==> config.mk <==
export PLATFORM = sky130hd
export DESIGN_NAME = brent_kung_adder_32
export DESIGN_NICKNAME = d
export VERILOG_FILES = /design/src/rtl/bka_pkg.sv /design/src/rtl/bka_prefix_tree.sv /design/src/rtl/brent_kung_adder_32.sv
export SDC_FILE = /design/constraint.sdc
export NUM_CORES = 1
export LEC_CHECK = 0
export BUFFER_PORTS_ARGS = -buffer_cell sky130_fd_sc_hd__buf_2
export CAP_MARGIN = 10
export CORE_ASPECT_RATIO = 1.1
export CORE_MARGIN = 1.5
export CORE_UTILIZATION = 53
export DETAILED_ROUTE_END_ITERATION = 10
export PLACE_DENSITY = 0.87
export SLEW_MARGIN = 20
export SYNTH_ARGS = -nofsm -noshare
export SYNTH_HDL_FRONTEND = slang
export SYNTH_SLANG_ARGS = --single-unit
==> constraint.sdc <==
create_clock -name clk -period 1.5 [get_ports clk]
set_clock_uncertainty 0.15 [all_clocks]
set_input_delay 0.225 -clock clk [delete_from_list [all_inputs] [get_ports clk]]
set_output_delay 0.225 -clock clk [all_outputs]
set_load 0.03 [all_outputs]
==> src/rtl/bka_pkg.sv <==
// Shared types and the prefix (black-cell) operator for the Brent-Kung adder.
package bka_pkg;

    localparam int BKA_WIDTH  = 32;
    localparam int BKA_LEVELS = $clog2(BKA_WIDTH);

    typedef struct packed {
        logic g;
        logic p;
    } gp_t;

    function automatic gp_t gp_combine(input gp_t hi, input gp_t lo);
        gp_t r;
        r.g = hi.g | (hi.p & lo.g);
        r.p = hi.p & lo.p;
        return r;
    endfunction

endpackage

==> src/rtl/bka_prefix_tree.sv <==
// Combinational Brent-Kung prefix tree, split into up-sweep and down-sweep ports
// so the parent can optionally register the (G,P) vector between the two halves.
module bka_prefix_tree
    import bka_pkg::*;
#(
    parameter int WIDTH = BKA_WIDTH
) (
    input  gp_t              gp_i   [WIDTH],
    output gp_t              up_o   [WIDTH],
    input  gp_t              down_i [WIDTH],
    output logic [WIDTH-1:0] g_o
);

    localparam int LEVELS = $clog2(WIDTH);

    gp_t up_s [LEVELS+1][WIDTH];
    gp_t dn_s [1:LEVELS][WIDTH];
    // Group-propagate leaving the last level has no consumer.
    logic [WIDTH-1:0] unused_p;

    for (genvar i = 0; i < WIDTH; i++) begin : g_io
        assign up_s[0][i]      = gp_i[i];
        assign up_o[i]         = up_s[LEVELS][i];
        assign dn_s[LEVELS][i] = down_i[i];
        assign g_o[i]          = dn_s[1][i].g;
        assign unused_p[i]     = dn_s[1][i].p;
    end

    for (genvar k = 1; k <= LEVELS; k++) begin : g_up
        for (genvar i = 0; i < WIDTH; i++) begin : g_bit
            if (((i + 1) % (1 << k)) == 0) begin : g_cell
                assign up_s[k][i] = gp_combine(up_s[k-1][i], up_s[k-1][i-(1<<(k-1))]);
            end else begin : g_pass
                assign up_s[k][i] = up_s[k-1][i];
            end
        end
    end

    // Down-sweep fills the odd-multiple positions from the nearest completed prefix below.
    for (genvar k = LEVELS - 1; k >= 1; k--) begin : g_dn
        for (genvar i = 0; i < WIDTH; i++) begin : g_bit
            if ((i >= (1 << k)) && (((i + 1) % (1 << k)) == (1 << (k - 1)))) begin : g_cell
                assign dn_s[k][i] = gp_combine(dn_s[k+1][i], dn_s[k+1][i-(1<<(k-1))]);
            end else begin : g_pass
                assign dn_s[k][i] = dn_s[k+1][i];
            end
        end
    end

endmodule

==> src/rtl/brent_kung_adder_32.sv <==
// Registered Brent-Kung adder: sum/cout = a + b + cin. Define BKA_PIPE_EN to add a
// register stage between up-sweep and down-sweep (latency 2 instead of 1).
module brent_kung_adder_32
    import bka_pkg::*;
#(
    parameter int WIDTH = BKA_WIDTH
) (
    input  logic             clk,
    input  logic             rst_n,
    input  logic             in_valid,
    input  logic [WIDTH-1:0] a,
    input  logic [WIDTH-1:0] b,
    input  logic             cin,
    output logic [WIDTH-1:0] sum,
    output logic             cout,
    output logic             out_valid
);

    gp_t              pre_gp  [WIDTH];
    gp_t              up_gp   [WIDTH];
    gp_t              down_gp [WIDTH];
    logic [WIDTH-1:0] grp_g;
    logic [WIDTH-1:0] stage_p;
    logic             stage_cin;
    logic             stage_valid;

    always_comb begin
        for (int i = 0; i < WIDTH; i++) begin
            pre_gp[i].g = a[i] & b[i];
            pre_gp[i].p = a[i] ^ b[i];
        end
        pre_gp[0].g = (a[0] & b[0]) | ((a[0] ^ b[0]) & cin);
    end

    bka_prefix_tree #(.WIDTH(WIDTH)) u_tree (
        .gp_i   (pre_gp),
        .up_o   (up_gp),
        .down_i (down_gp),
        .g_o    (grp_g)
    );

`ifdef BKA_PIPE_EN
    logic [WIDTH-1:0] pipe_grp_g_d, pipe_grp_g_q;
    logic [WIDTH-1:0] pipe_grp_p_d, pipe_grp_p_q;
    logic [WIDTH-1:0] pipe_p_d,     pipe_p_q;
    logic             pipe_cin_d,   pipe_cin_q;
    logic             pipe_valid_d, pipe_valid_q;

    always_comb begin
        pipe_grp_g_d = pipe_grp_g_q;
        pipe_grp_p_d = pipe_grp_p_q;
        pipe_p_d     = pipe_p_q;
        pipe_cin_d   = pipe_cin_q;
        pipe_valid_d = in_valid;
        if (in_valid) begin
            for (int i = 0; i < WIDTH; i++) begin
                pipe_grp_g_d[i] = up_gp[i].g;
                pipe_grp_p_d[i] = up_gp[i].p;
                pipe_p_d[i]     = pre_gp[i].p;
            end
            pipe_cin_d = cin;
        end
    end

    always_ff @(posedge clk or negedge rst_n) begin
        if (!rst_n) begin
            pipe_grp_g_q <= '0;
            pipe_grp_p_q <= '0;
            pipe_p_q     <= '0;
            pipe_cin_q   <= 1'b0;
            pipe_valid_q <= 1'b0;
        end else begin
            pipe_grp_g_q <= pipe_grp_g_d;
            pipe_grp_p_q <= pipe_grp_p_d;
            pipe_p_q     <= pipe_p_d;
            pipe_cin_q   <= pipe_cin_d;
            pipe_valid_q <= pipe_valid_d;
        end
    end

    always_comb begin
        for (int i = 0; i < WIDTH; i++) begin
            down_gp[i].g = pipe_grp_g_q[i];
            down_gp[i].p = pipe_grp_p_q[i];
        end
        stage_p     = pipe_p_q;
        stage_cin   = pipe_cin_q;
        stage_valid = pipe_valid_q;
    end
`else
    always_comb begin
        for (int i = 0; i < WIDTH; i++) begin
            down_gp[i] = up_gp[i];
        end
        stage_p     = a ^ b;
        stage_cin   = cin;
        stage_valid = in_valid;
    end
`endif

    logic [WIDTH-1:0] sum_d, sum_q;
    logic             cout_d, cout_q;
    logic             out_valid_d, out_valid_q;

    // NOTE: hold values are assigned first so every path drives sum_d/cout_d and no latch is inferred.
    always_comb begin
        sum_d       = sum_q;
        cout_d      = cout_q;
        out_valid_d = stage_valid;
        if (stage_valid) begin
            sum_d  = stage_p ^ {grp_g[WIDTH-2:0], stage_cin};
            cout_d = grp_g[WIDTH-1];
        end
    end

    // NOTE: non-blocking assignments keep every flop sampling pre-edge values.
    always_ff @(posedge clk or negedge rst_n) begin
        if (!rst_n) begin
            sum_q       <= '0;
            cout_q      <= 1'b0;
            out_valid_q <= 1'b0;
        end else begin
            sum_q       <= sum_d;
            cout_q      <= cout_d;
            out_valid_q <= out_valid_d;
        end
    end

    assign sum       = sum_q;
    assign cout      = cout_q;
    assign out_valid = out_valid_q;

endmodule

==> results of run 1 <==
==> path summary, 6_finish.rpt <==
check | from | endpoint | slack [ns]
max | a[0] | sum[30] | -1.41
min | in_valid | out_valid | 0.17
max reg2reg | sum[16] | sum[16] | 0.56
min reg2reg | sum[13] | sum[13] | 0.35
max in group asynchronous | rst_n | sum[19] | 0.49
min in group asynchronous | rst_n | out_valid | 0.24
==> cell type report <==
type                       count  area (um2)  area share, %
clock inverter                 3        40.0           1.06
multi-input combinational    173        1710           45.2
tap                           56        70.1           1.86
sequential                    34         851           22.5
clock buffer                   5        68.8           1.82
inverter                      23         104           2.75
timing repair buffer         150         936           24.8
==> through the flow <==
stage                     hold slack (ns)  std cells  power (uW)  setup WS [ns]  util, %
after global routing                0.169        444        4150          -1.59     81.7
after CTS                           0.165        444        3920          -1.41     81.2
after floorplan                    -0.221        235        2280          -1.47        -
after detailed placement           0.0326        435        2960          -1.84     76.0
after global placement             0.0181        435        2880          -1.77     76.0
final                               0.167        444        3930          -1.41     81.7
==> power by group <==
group          total [uW]  leakage, uW  switching [uW]  internal, uW
sequential           1250     0.000391             119          1130
clock                 861    0.0000579             372           490
combinational        1830      0.00149            1030           796
total                3930      0.00194            1520          2410
==> routing by layer <==
metal,track usage (%),up-vias,part of all wire (%)
met1,29.6,1120,39
met2,46.9,74,54
met3,5.83,12,5.1
li1,-,1111,-
met4,10.2,0,1.7
met5,0,-,0
==> cells by family (layout without fill, tap and decap cells) <==
| family | count (synthesis) | count (layout) | share of synthesized area, % |
|---|---|---|---|
| flops | 34 | 34 | 33.8 |
| buf+inv | 28 | 181 | 4.18 |
| fa+ha+maj | 47 | 47 | 28.5 |
| compound gates | 49 | 49 | 11.6 |
| xor+xnor | 15 | 15 | 5.23 |
| mux | 21 | 21 | 9.16 |
| simple gates | 41 | 41 | 7.47 |
==> what timing repair did <==
item / CTS / global route
endpoints found under the hold margin: 14 / 0
pin swaps: 19 / 15
setup endpoints to repair: 31 / 31
buffers inserted: 1 / 1
gates resized for setup: 30 / 6
hold buffers: 1 / 0
==> placed cells by master (no fill, tap or decap), types with 7 or more instances in the layout <==
cell type and count:
mux2_4 9, ha_1 30, buf_2 98, o21ai_0 8
mux2_2 7, nand2_1 11, xnor2_1 11, a21oi_1 23
buf_4 44, fa_2 15, dfrtp_1 34, nor2_1 14
inv_1 17
==> flip-flops by register name (all words and copies together) (netlist names) <==
signal     flops
cout           1
out_valid      1
sum           32
==> results by group, run 1 <==
Die
  • Die W: 68.7 um
  • IO Count: 102
  • Row count: 26
  • Starting Density: 54.4%
  • Die Y: 75.2 um
  • Die Footprint: 5170 um2
  • Core ar.: 4620 um2

Yosys
  • Mapped Area: 2510 um2
  • Post-Syn Instances: 235
  • Commonest cells in the synthesized netlist: dfrtp_1 (34), ha_1 (30), a21oi_1 (24)
  • Most used DFF post-synth: dfrtp_1
  • Sequential cell area fraction in the yosys report: 33.8%
  • Count leader, synth: dfrtp_1
  • Share of the synthesized area in the top cell type: 33.8%
  • Post-synth EDFFs: 0
  • Mean Syn Cell Area: 10.7 um2
  • Synth Register Bits: 34
  • Area leader, netlist: dfrtp_1
  • Area contributors post-synth: dfrtp_1 (34%), ha_1 (15%), fa_1 (14%), mux2_2 (7.2%), xnor2_1 (5.2%)
  • Synth warn: 0
  • Synth Net Count: 350
  • Synth cell types: 35
  • Synth async-reset ratio: 100%

CTS
  • Worst skew pair latency: 0.28 ns
  • Clock sinks: 34
  • H-tree Lvls: 2
  • Inserted Clock Buffers: 5
  • Root Buffer: clkbuf_8
  • CTS clk-pin slew, worst paths: 0.08 ns
  • CTS tree: built
  • Clk buf depth: 2

Place
  • HPWL after DPL: 4940 um
  • GPL Wtd Cong: 0.804
  • Placed cell area: 3510 um2
  • Port buffer count: 101

STA
  • Crit share post-route: 194%
  • Slew headroom: 72.8%
  • Max-slew violations: 0
  • RSZ-0062 raised after global routing: true
  • Worst Max-Slew Pin Slew: 0.408 ns
  • FMAX: 344 MHz
  • Min Clock Period, post-route: 2.91 ns
  • Worst setup margin: -1.41 ns
  • Final Hold Viols: 0
  • Setup TNS: -27.89 ns
  • Final Setup Violations: 31

Status
  • Status: finished, violations left
  • Violated checks: negative setup slack

Worst setup path
  • Arrival @ worst endpoint: 2.94 ns
  • Crit-path most repeated cell: fa_2
  • Max incr delay on CP: 0.42 ns
  • Critical path, cell by cell: buf_12 -> inv_12 -> fa_2 -> inv_2 -> fa_2 -> a211oi_2 -> o211ai_1 -> a31oi_1 -> nand2_2 -> o21ai_2 -> inv_2 -> a221oi_4 -> o21ai_2 -> fa_2 -> mux2_4
  • Top Family by Delay on Critical Path: compound AO/OA/AOI/OAI gates
  • Crit. End Element: flip-flop
  • Crit Path Class: in -> reg
  • CP Data Required Time: 1.53 ns
  • Worst Path Max Fanout: 3
  • Slowest-stage cell, CP: fa_2
  • R2R depth: 1
  • Buf+Inv Stages, Crit Path: 4
  • CP Depth: 15
  • Setup crit start kind: primary input

Job
  • Max_cap viols: 0

Pwr
  • P_leak: 0.00194 uW
  • Power density over the cells: 1040 nW/um2
  • Worst vdd ir: 0.000645 V

Route
  • Routed Antenna Nets: 0
  • Routed WL: 6470 um
  • Routed vias: 2317
  • Post-DR wirelength/cell: 14.6 um
  • TritonRoute pass-1 iters: 4
  • Initial DRC count: 108
  • DRC errors left: 0
  • Via/cell ratio: 5.22

Global routing
  • Total gr overflow: 0
  • Initial antenna violation count: 0
  • First-pass GRT wire length: 9870 um
  • Vias in the first global route: 2288
  • GR Util All Layers: 26.1%
  • Largest net degree at the start of global routing: 32

Hold path
  • Hold Crit Class: in -> reg
  • Hold path depth: 2

Cells and area
  • Layout cell share with drive strength beyond 1: 54.4%
  • Fin nets: 502
  • Ant. Diodes: 0
  • Final Cell Area: 3780 um2
  • Synth-to-layout area growth: 50.2%
  • Fillers: 272
Power figures use the tool's default switching activity.
==> run 2, diff against run 1 <==
Settings changed: PLACE_DENSITY 0.87 to 0.93, RECOVER_POWER set to 100, SLEW_MARGIN 20 to unset.
==> run 2 against run 1 <==
Net effect:
- the flow still finishes with violations (negative setup slack)
- power increased by 0.52%
- critical path depth up 1
- sequential power is essentially flat
- first-iteration DRC count is 10% higher
- clock power down 6.4%
- critical path type unchanged
==> results by group, run 2 (synthesis gave the netlist of run 1 again) <==
Hold path
  • Hold Path Sink: out_valid
  • Hold Crit Class: in -> reg
  • Min-delay src: in_valid
  • Hold path depth: 2

Worst setup path
  • Worst r2r src: sum[18]
  • CP Data Required Time: 1.52 ns
  • Arrival @ worst endpoint: 3.01 ns
  • Crit. End Element: flip-flop
  • Critical path, cell by cell: buf_8 -> inv_12 -> fa_2 -> inv_2 -> fa_2 -> a211oi_2 -> o211ai_1 -> a31oi_1 -> nand2_2 -> o21ai_2 -> inv_2 -> a221oi_4 -> buf_4 -> inv_2 -> fa_2 -> mux2_4
  • Crit Path Class: in -> reg
  • R2R depth: 1
  • Setup crit start kind: primary input
  • R2R setup slack: 0.54 ns
  • R2r endpoint: sum[18]
  • Worst Path Max Fanout: 3
  • Max incr delay on CP: 0.39 ns
  • Slowest-stage cell, CP: fa_2

Die
  • Die W: 68.7 um
  • Row count: 26
  • Die Y: 75.2 um
  • Core ar.: 4620 um2
  • IO Count: 102
  • Starting Density: 54.4%
  • Die Footprint: 5170 um2

CTS
  • Worst skew pair latency: 0.28 ns
  • H-tree Lvls: 2
  • Root Buffer: clkbuf_8
  • CTS clk-pin slew, worst paths: 0.07 ns
  • CTS tree: built
  • Inserted Clock Buffers: 5
  • Clk buf depth: 2
  • Clock sinks: 34

Route
  • TritonRoute pass-1 iters: 4
  • Initial DRC count: 119
  • Routed WL: 7080 um
  • DRC errors left: 0
  • Post-DR wirelength/cell: 15.9 um
  • Routed vias: 2359
  • Routed Antenna Nets: 0
  • Via/cell ratio: 5.29

Place
  • Post-Place Cells: 432
  • GPL Wtd Cong: 0.770
  • Port buffer count: 101
  • HPWL after DPL: 5130 um

STA
  • Crit share post-route: 199%
  • Worst setup margin: -1.49 ns
  • FMAX: 334 MHz
  • Final Hold Viols: 0
  • RSZ-0062 raised after global routing: true
  • Worst Max-Slew Pin Slew: 0.456 ns
  • Final Setup Violations: 31
  • Max-slew violations: 0
  • Min Clock Period, post-route: 2.99 ns
  • Slew headroom: 69.6%

Cells and area
  • Synth-to-layout area growth: 52.4%
  • Ant. Diodes: 0
  • Fin nets: 504
  • Layout cell share with drive strength beyond 1: 55.9%
  • Final core occ: 82.9%
  • Commonest cells after routing, fill and taps aside: buf_2 (99), buf_4 (45), dfrtp_1 (34)
  • Area of the multi-input gates: 1750 um2
  • Post-Layout Cell Count: 446
  • Reg area: 851 um2
  • Fillers: 267
  • Most common cell after layout, fill and taps aside: buf_2
  • Max reg flops: 32

Global routing
  • First-pass GRT wire length: 10600 um
  • Vias in the first global route: 2409
  • Initial antenna violation count: 0
  • Largest net degree at the start of global routing: 48
  • GR Util All Layers: 28.1%
  • Total gr overflow: 0

Job
  • Max_cap viols: 0

Status
  • Status: finished, violations left
  • Violated checks: negative setup slack

Pwr
  • P_leak: 0.00196 uW
  • Power density over the cells: 1030 nW/um2
  • Worst vdd ir: 0.000700 V
## run 2: power breakdown
part	leakage [uW]	total [uW]	internal, uW	switching, uW
Clock	0.0000575	806	464	342
Combinational	0.00151	1900	827	1070
Sequential	0.000391	1250	1130	119
## run 2: metal layers
layer / wire [um] / track usage, % / part of all wire (%) / vias up
met4: 201 / 10.2 / 2.8 / 0
met2: 3790 / 51.9 / 53 / 118
met1: 2620 / 30.8 / 37 / 1106
met5: 0 / 0 / 0 / -
met3: 476 / 6.73 / 6.7 / 22
li1: - / - / - / 1113
## run 2: how the worst max path moves through the flow
| stage | slack, ns | end | startpoint | cells after the start |
|---|---|---|---|---|
| CTS | -1.41 | sum[30] | a[0] | 15 |
| detailed placement | -1.85 | sum[30] | a[0] | 15 |
| finish | -1.49 | sum[28] | a[0] | 16 |
| global placement | -1.76 | sum[28] | a[0] | 15 |
| global route | -1.60 | sum[28] | a[0] | 16 |
| floorplan | -1.47 | sum[28] | a[0] | 14 |
## run 2: timing repair
item | CTS | global route
buffers inserted | 6 | 4
hold buffers | 1 | 0
endpoints found under the hold margin | 16 | 0
setup endpoints to repair | 32 | 31
resized for setup | 29 | 12
pin swaps | 12 | 12
## run 2: final cells by class
class | instances | area share (%)
sequential | 34 | 22.2
multi-input combinational | 173 | 45.7
timing repair buffer | 152 | 24.6
tap | 56 | 1.83
clock buffer | 8 | 2.87
inverter | 23 | 2.71
## run 2: critical path, delay by kind of cell
family                     cells  cell delay [ns]
adders and majority gates      3             0.92
buffers and inverters          6             0.48
and+or+nand+nor                1             0.08
AOI/OAI and AO/OA              5             1.04
muxes                          1             0.26
## run 2: stage by stage
step	setup slack, ns	instance area (um2)	total power (uW)	TNS, ns	hold slack [ns]
after floorplan	-1.47	2570	2280	-28.84	-0.221
after global placement	-1.76	3490	2870	-39.47	0.0352
after detailed placement	-1.85	3490	2960	-41.71	0.0416
after CTS	-1.41	3770	3880	-28.80	0.172
after global routing	-1.60	3830	4190	-33.35	0.176
final	-1.49	3830	3950	-30.24	0.176
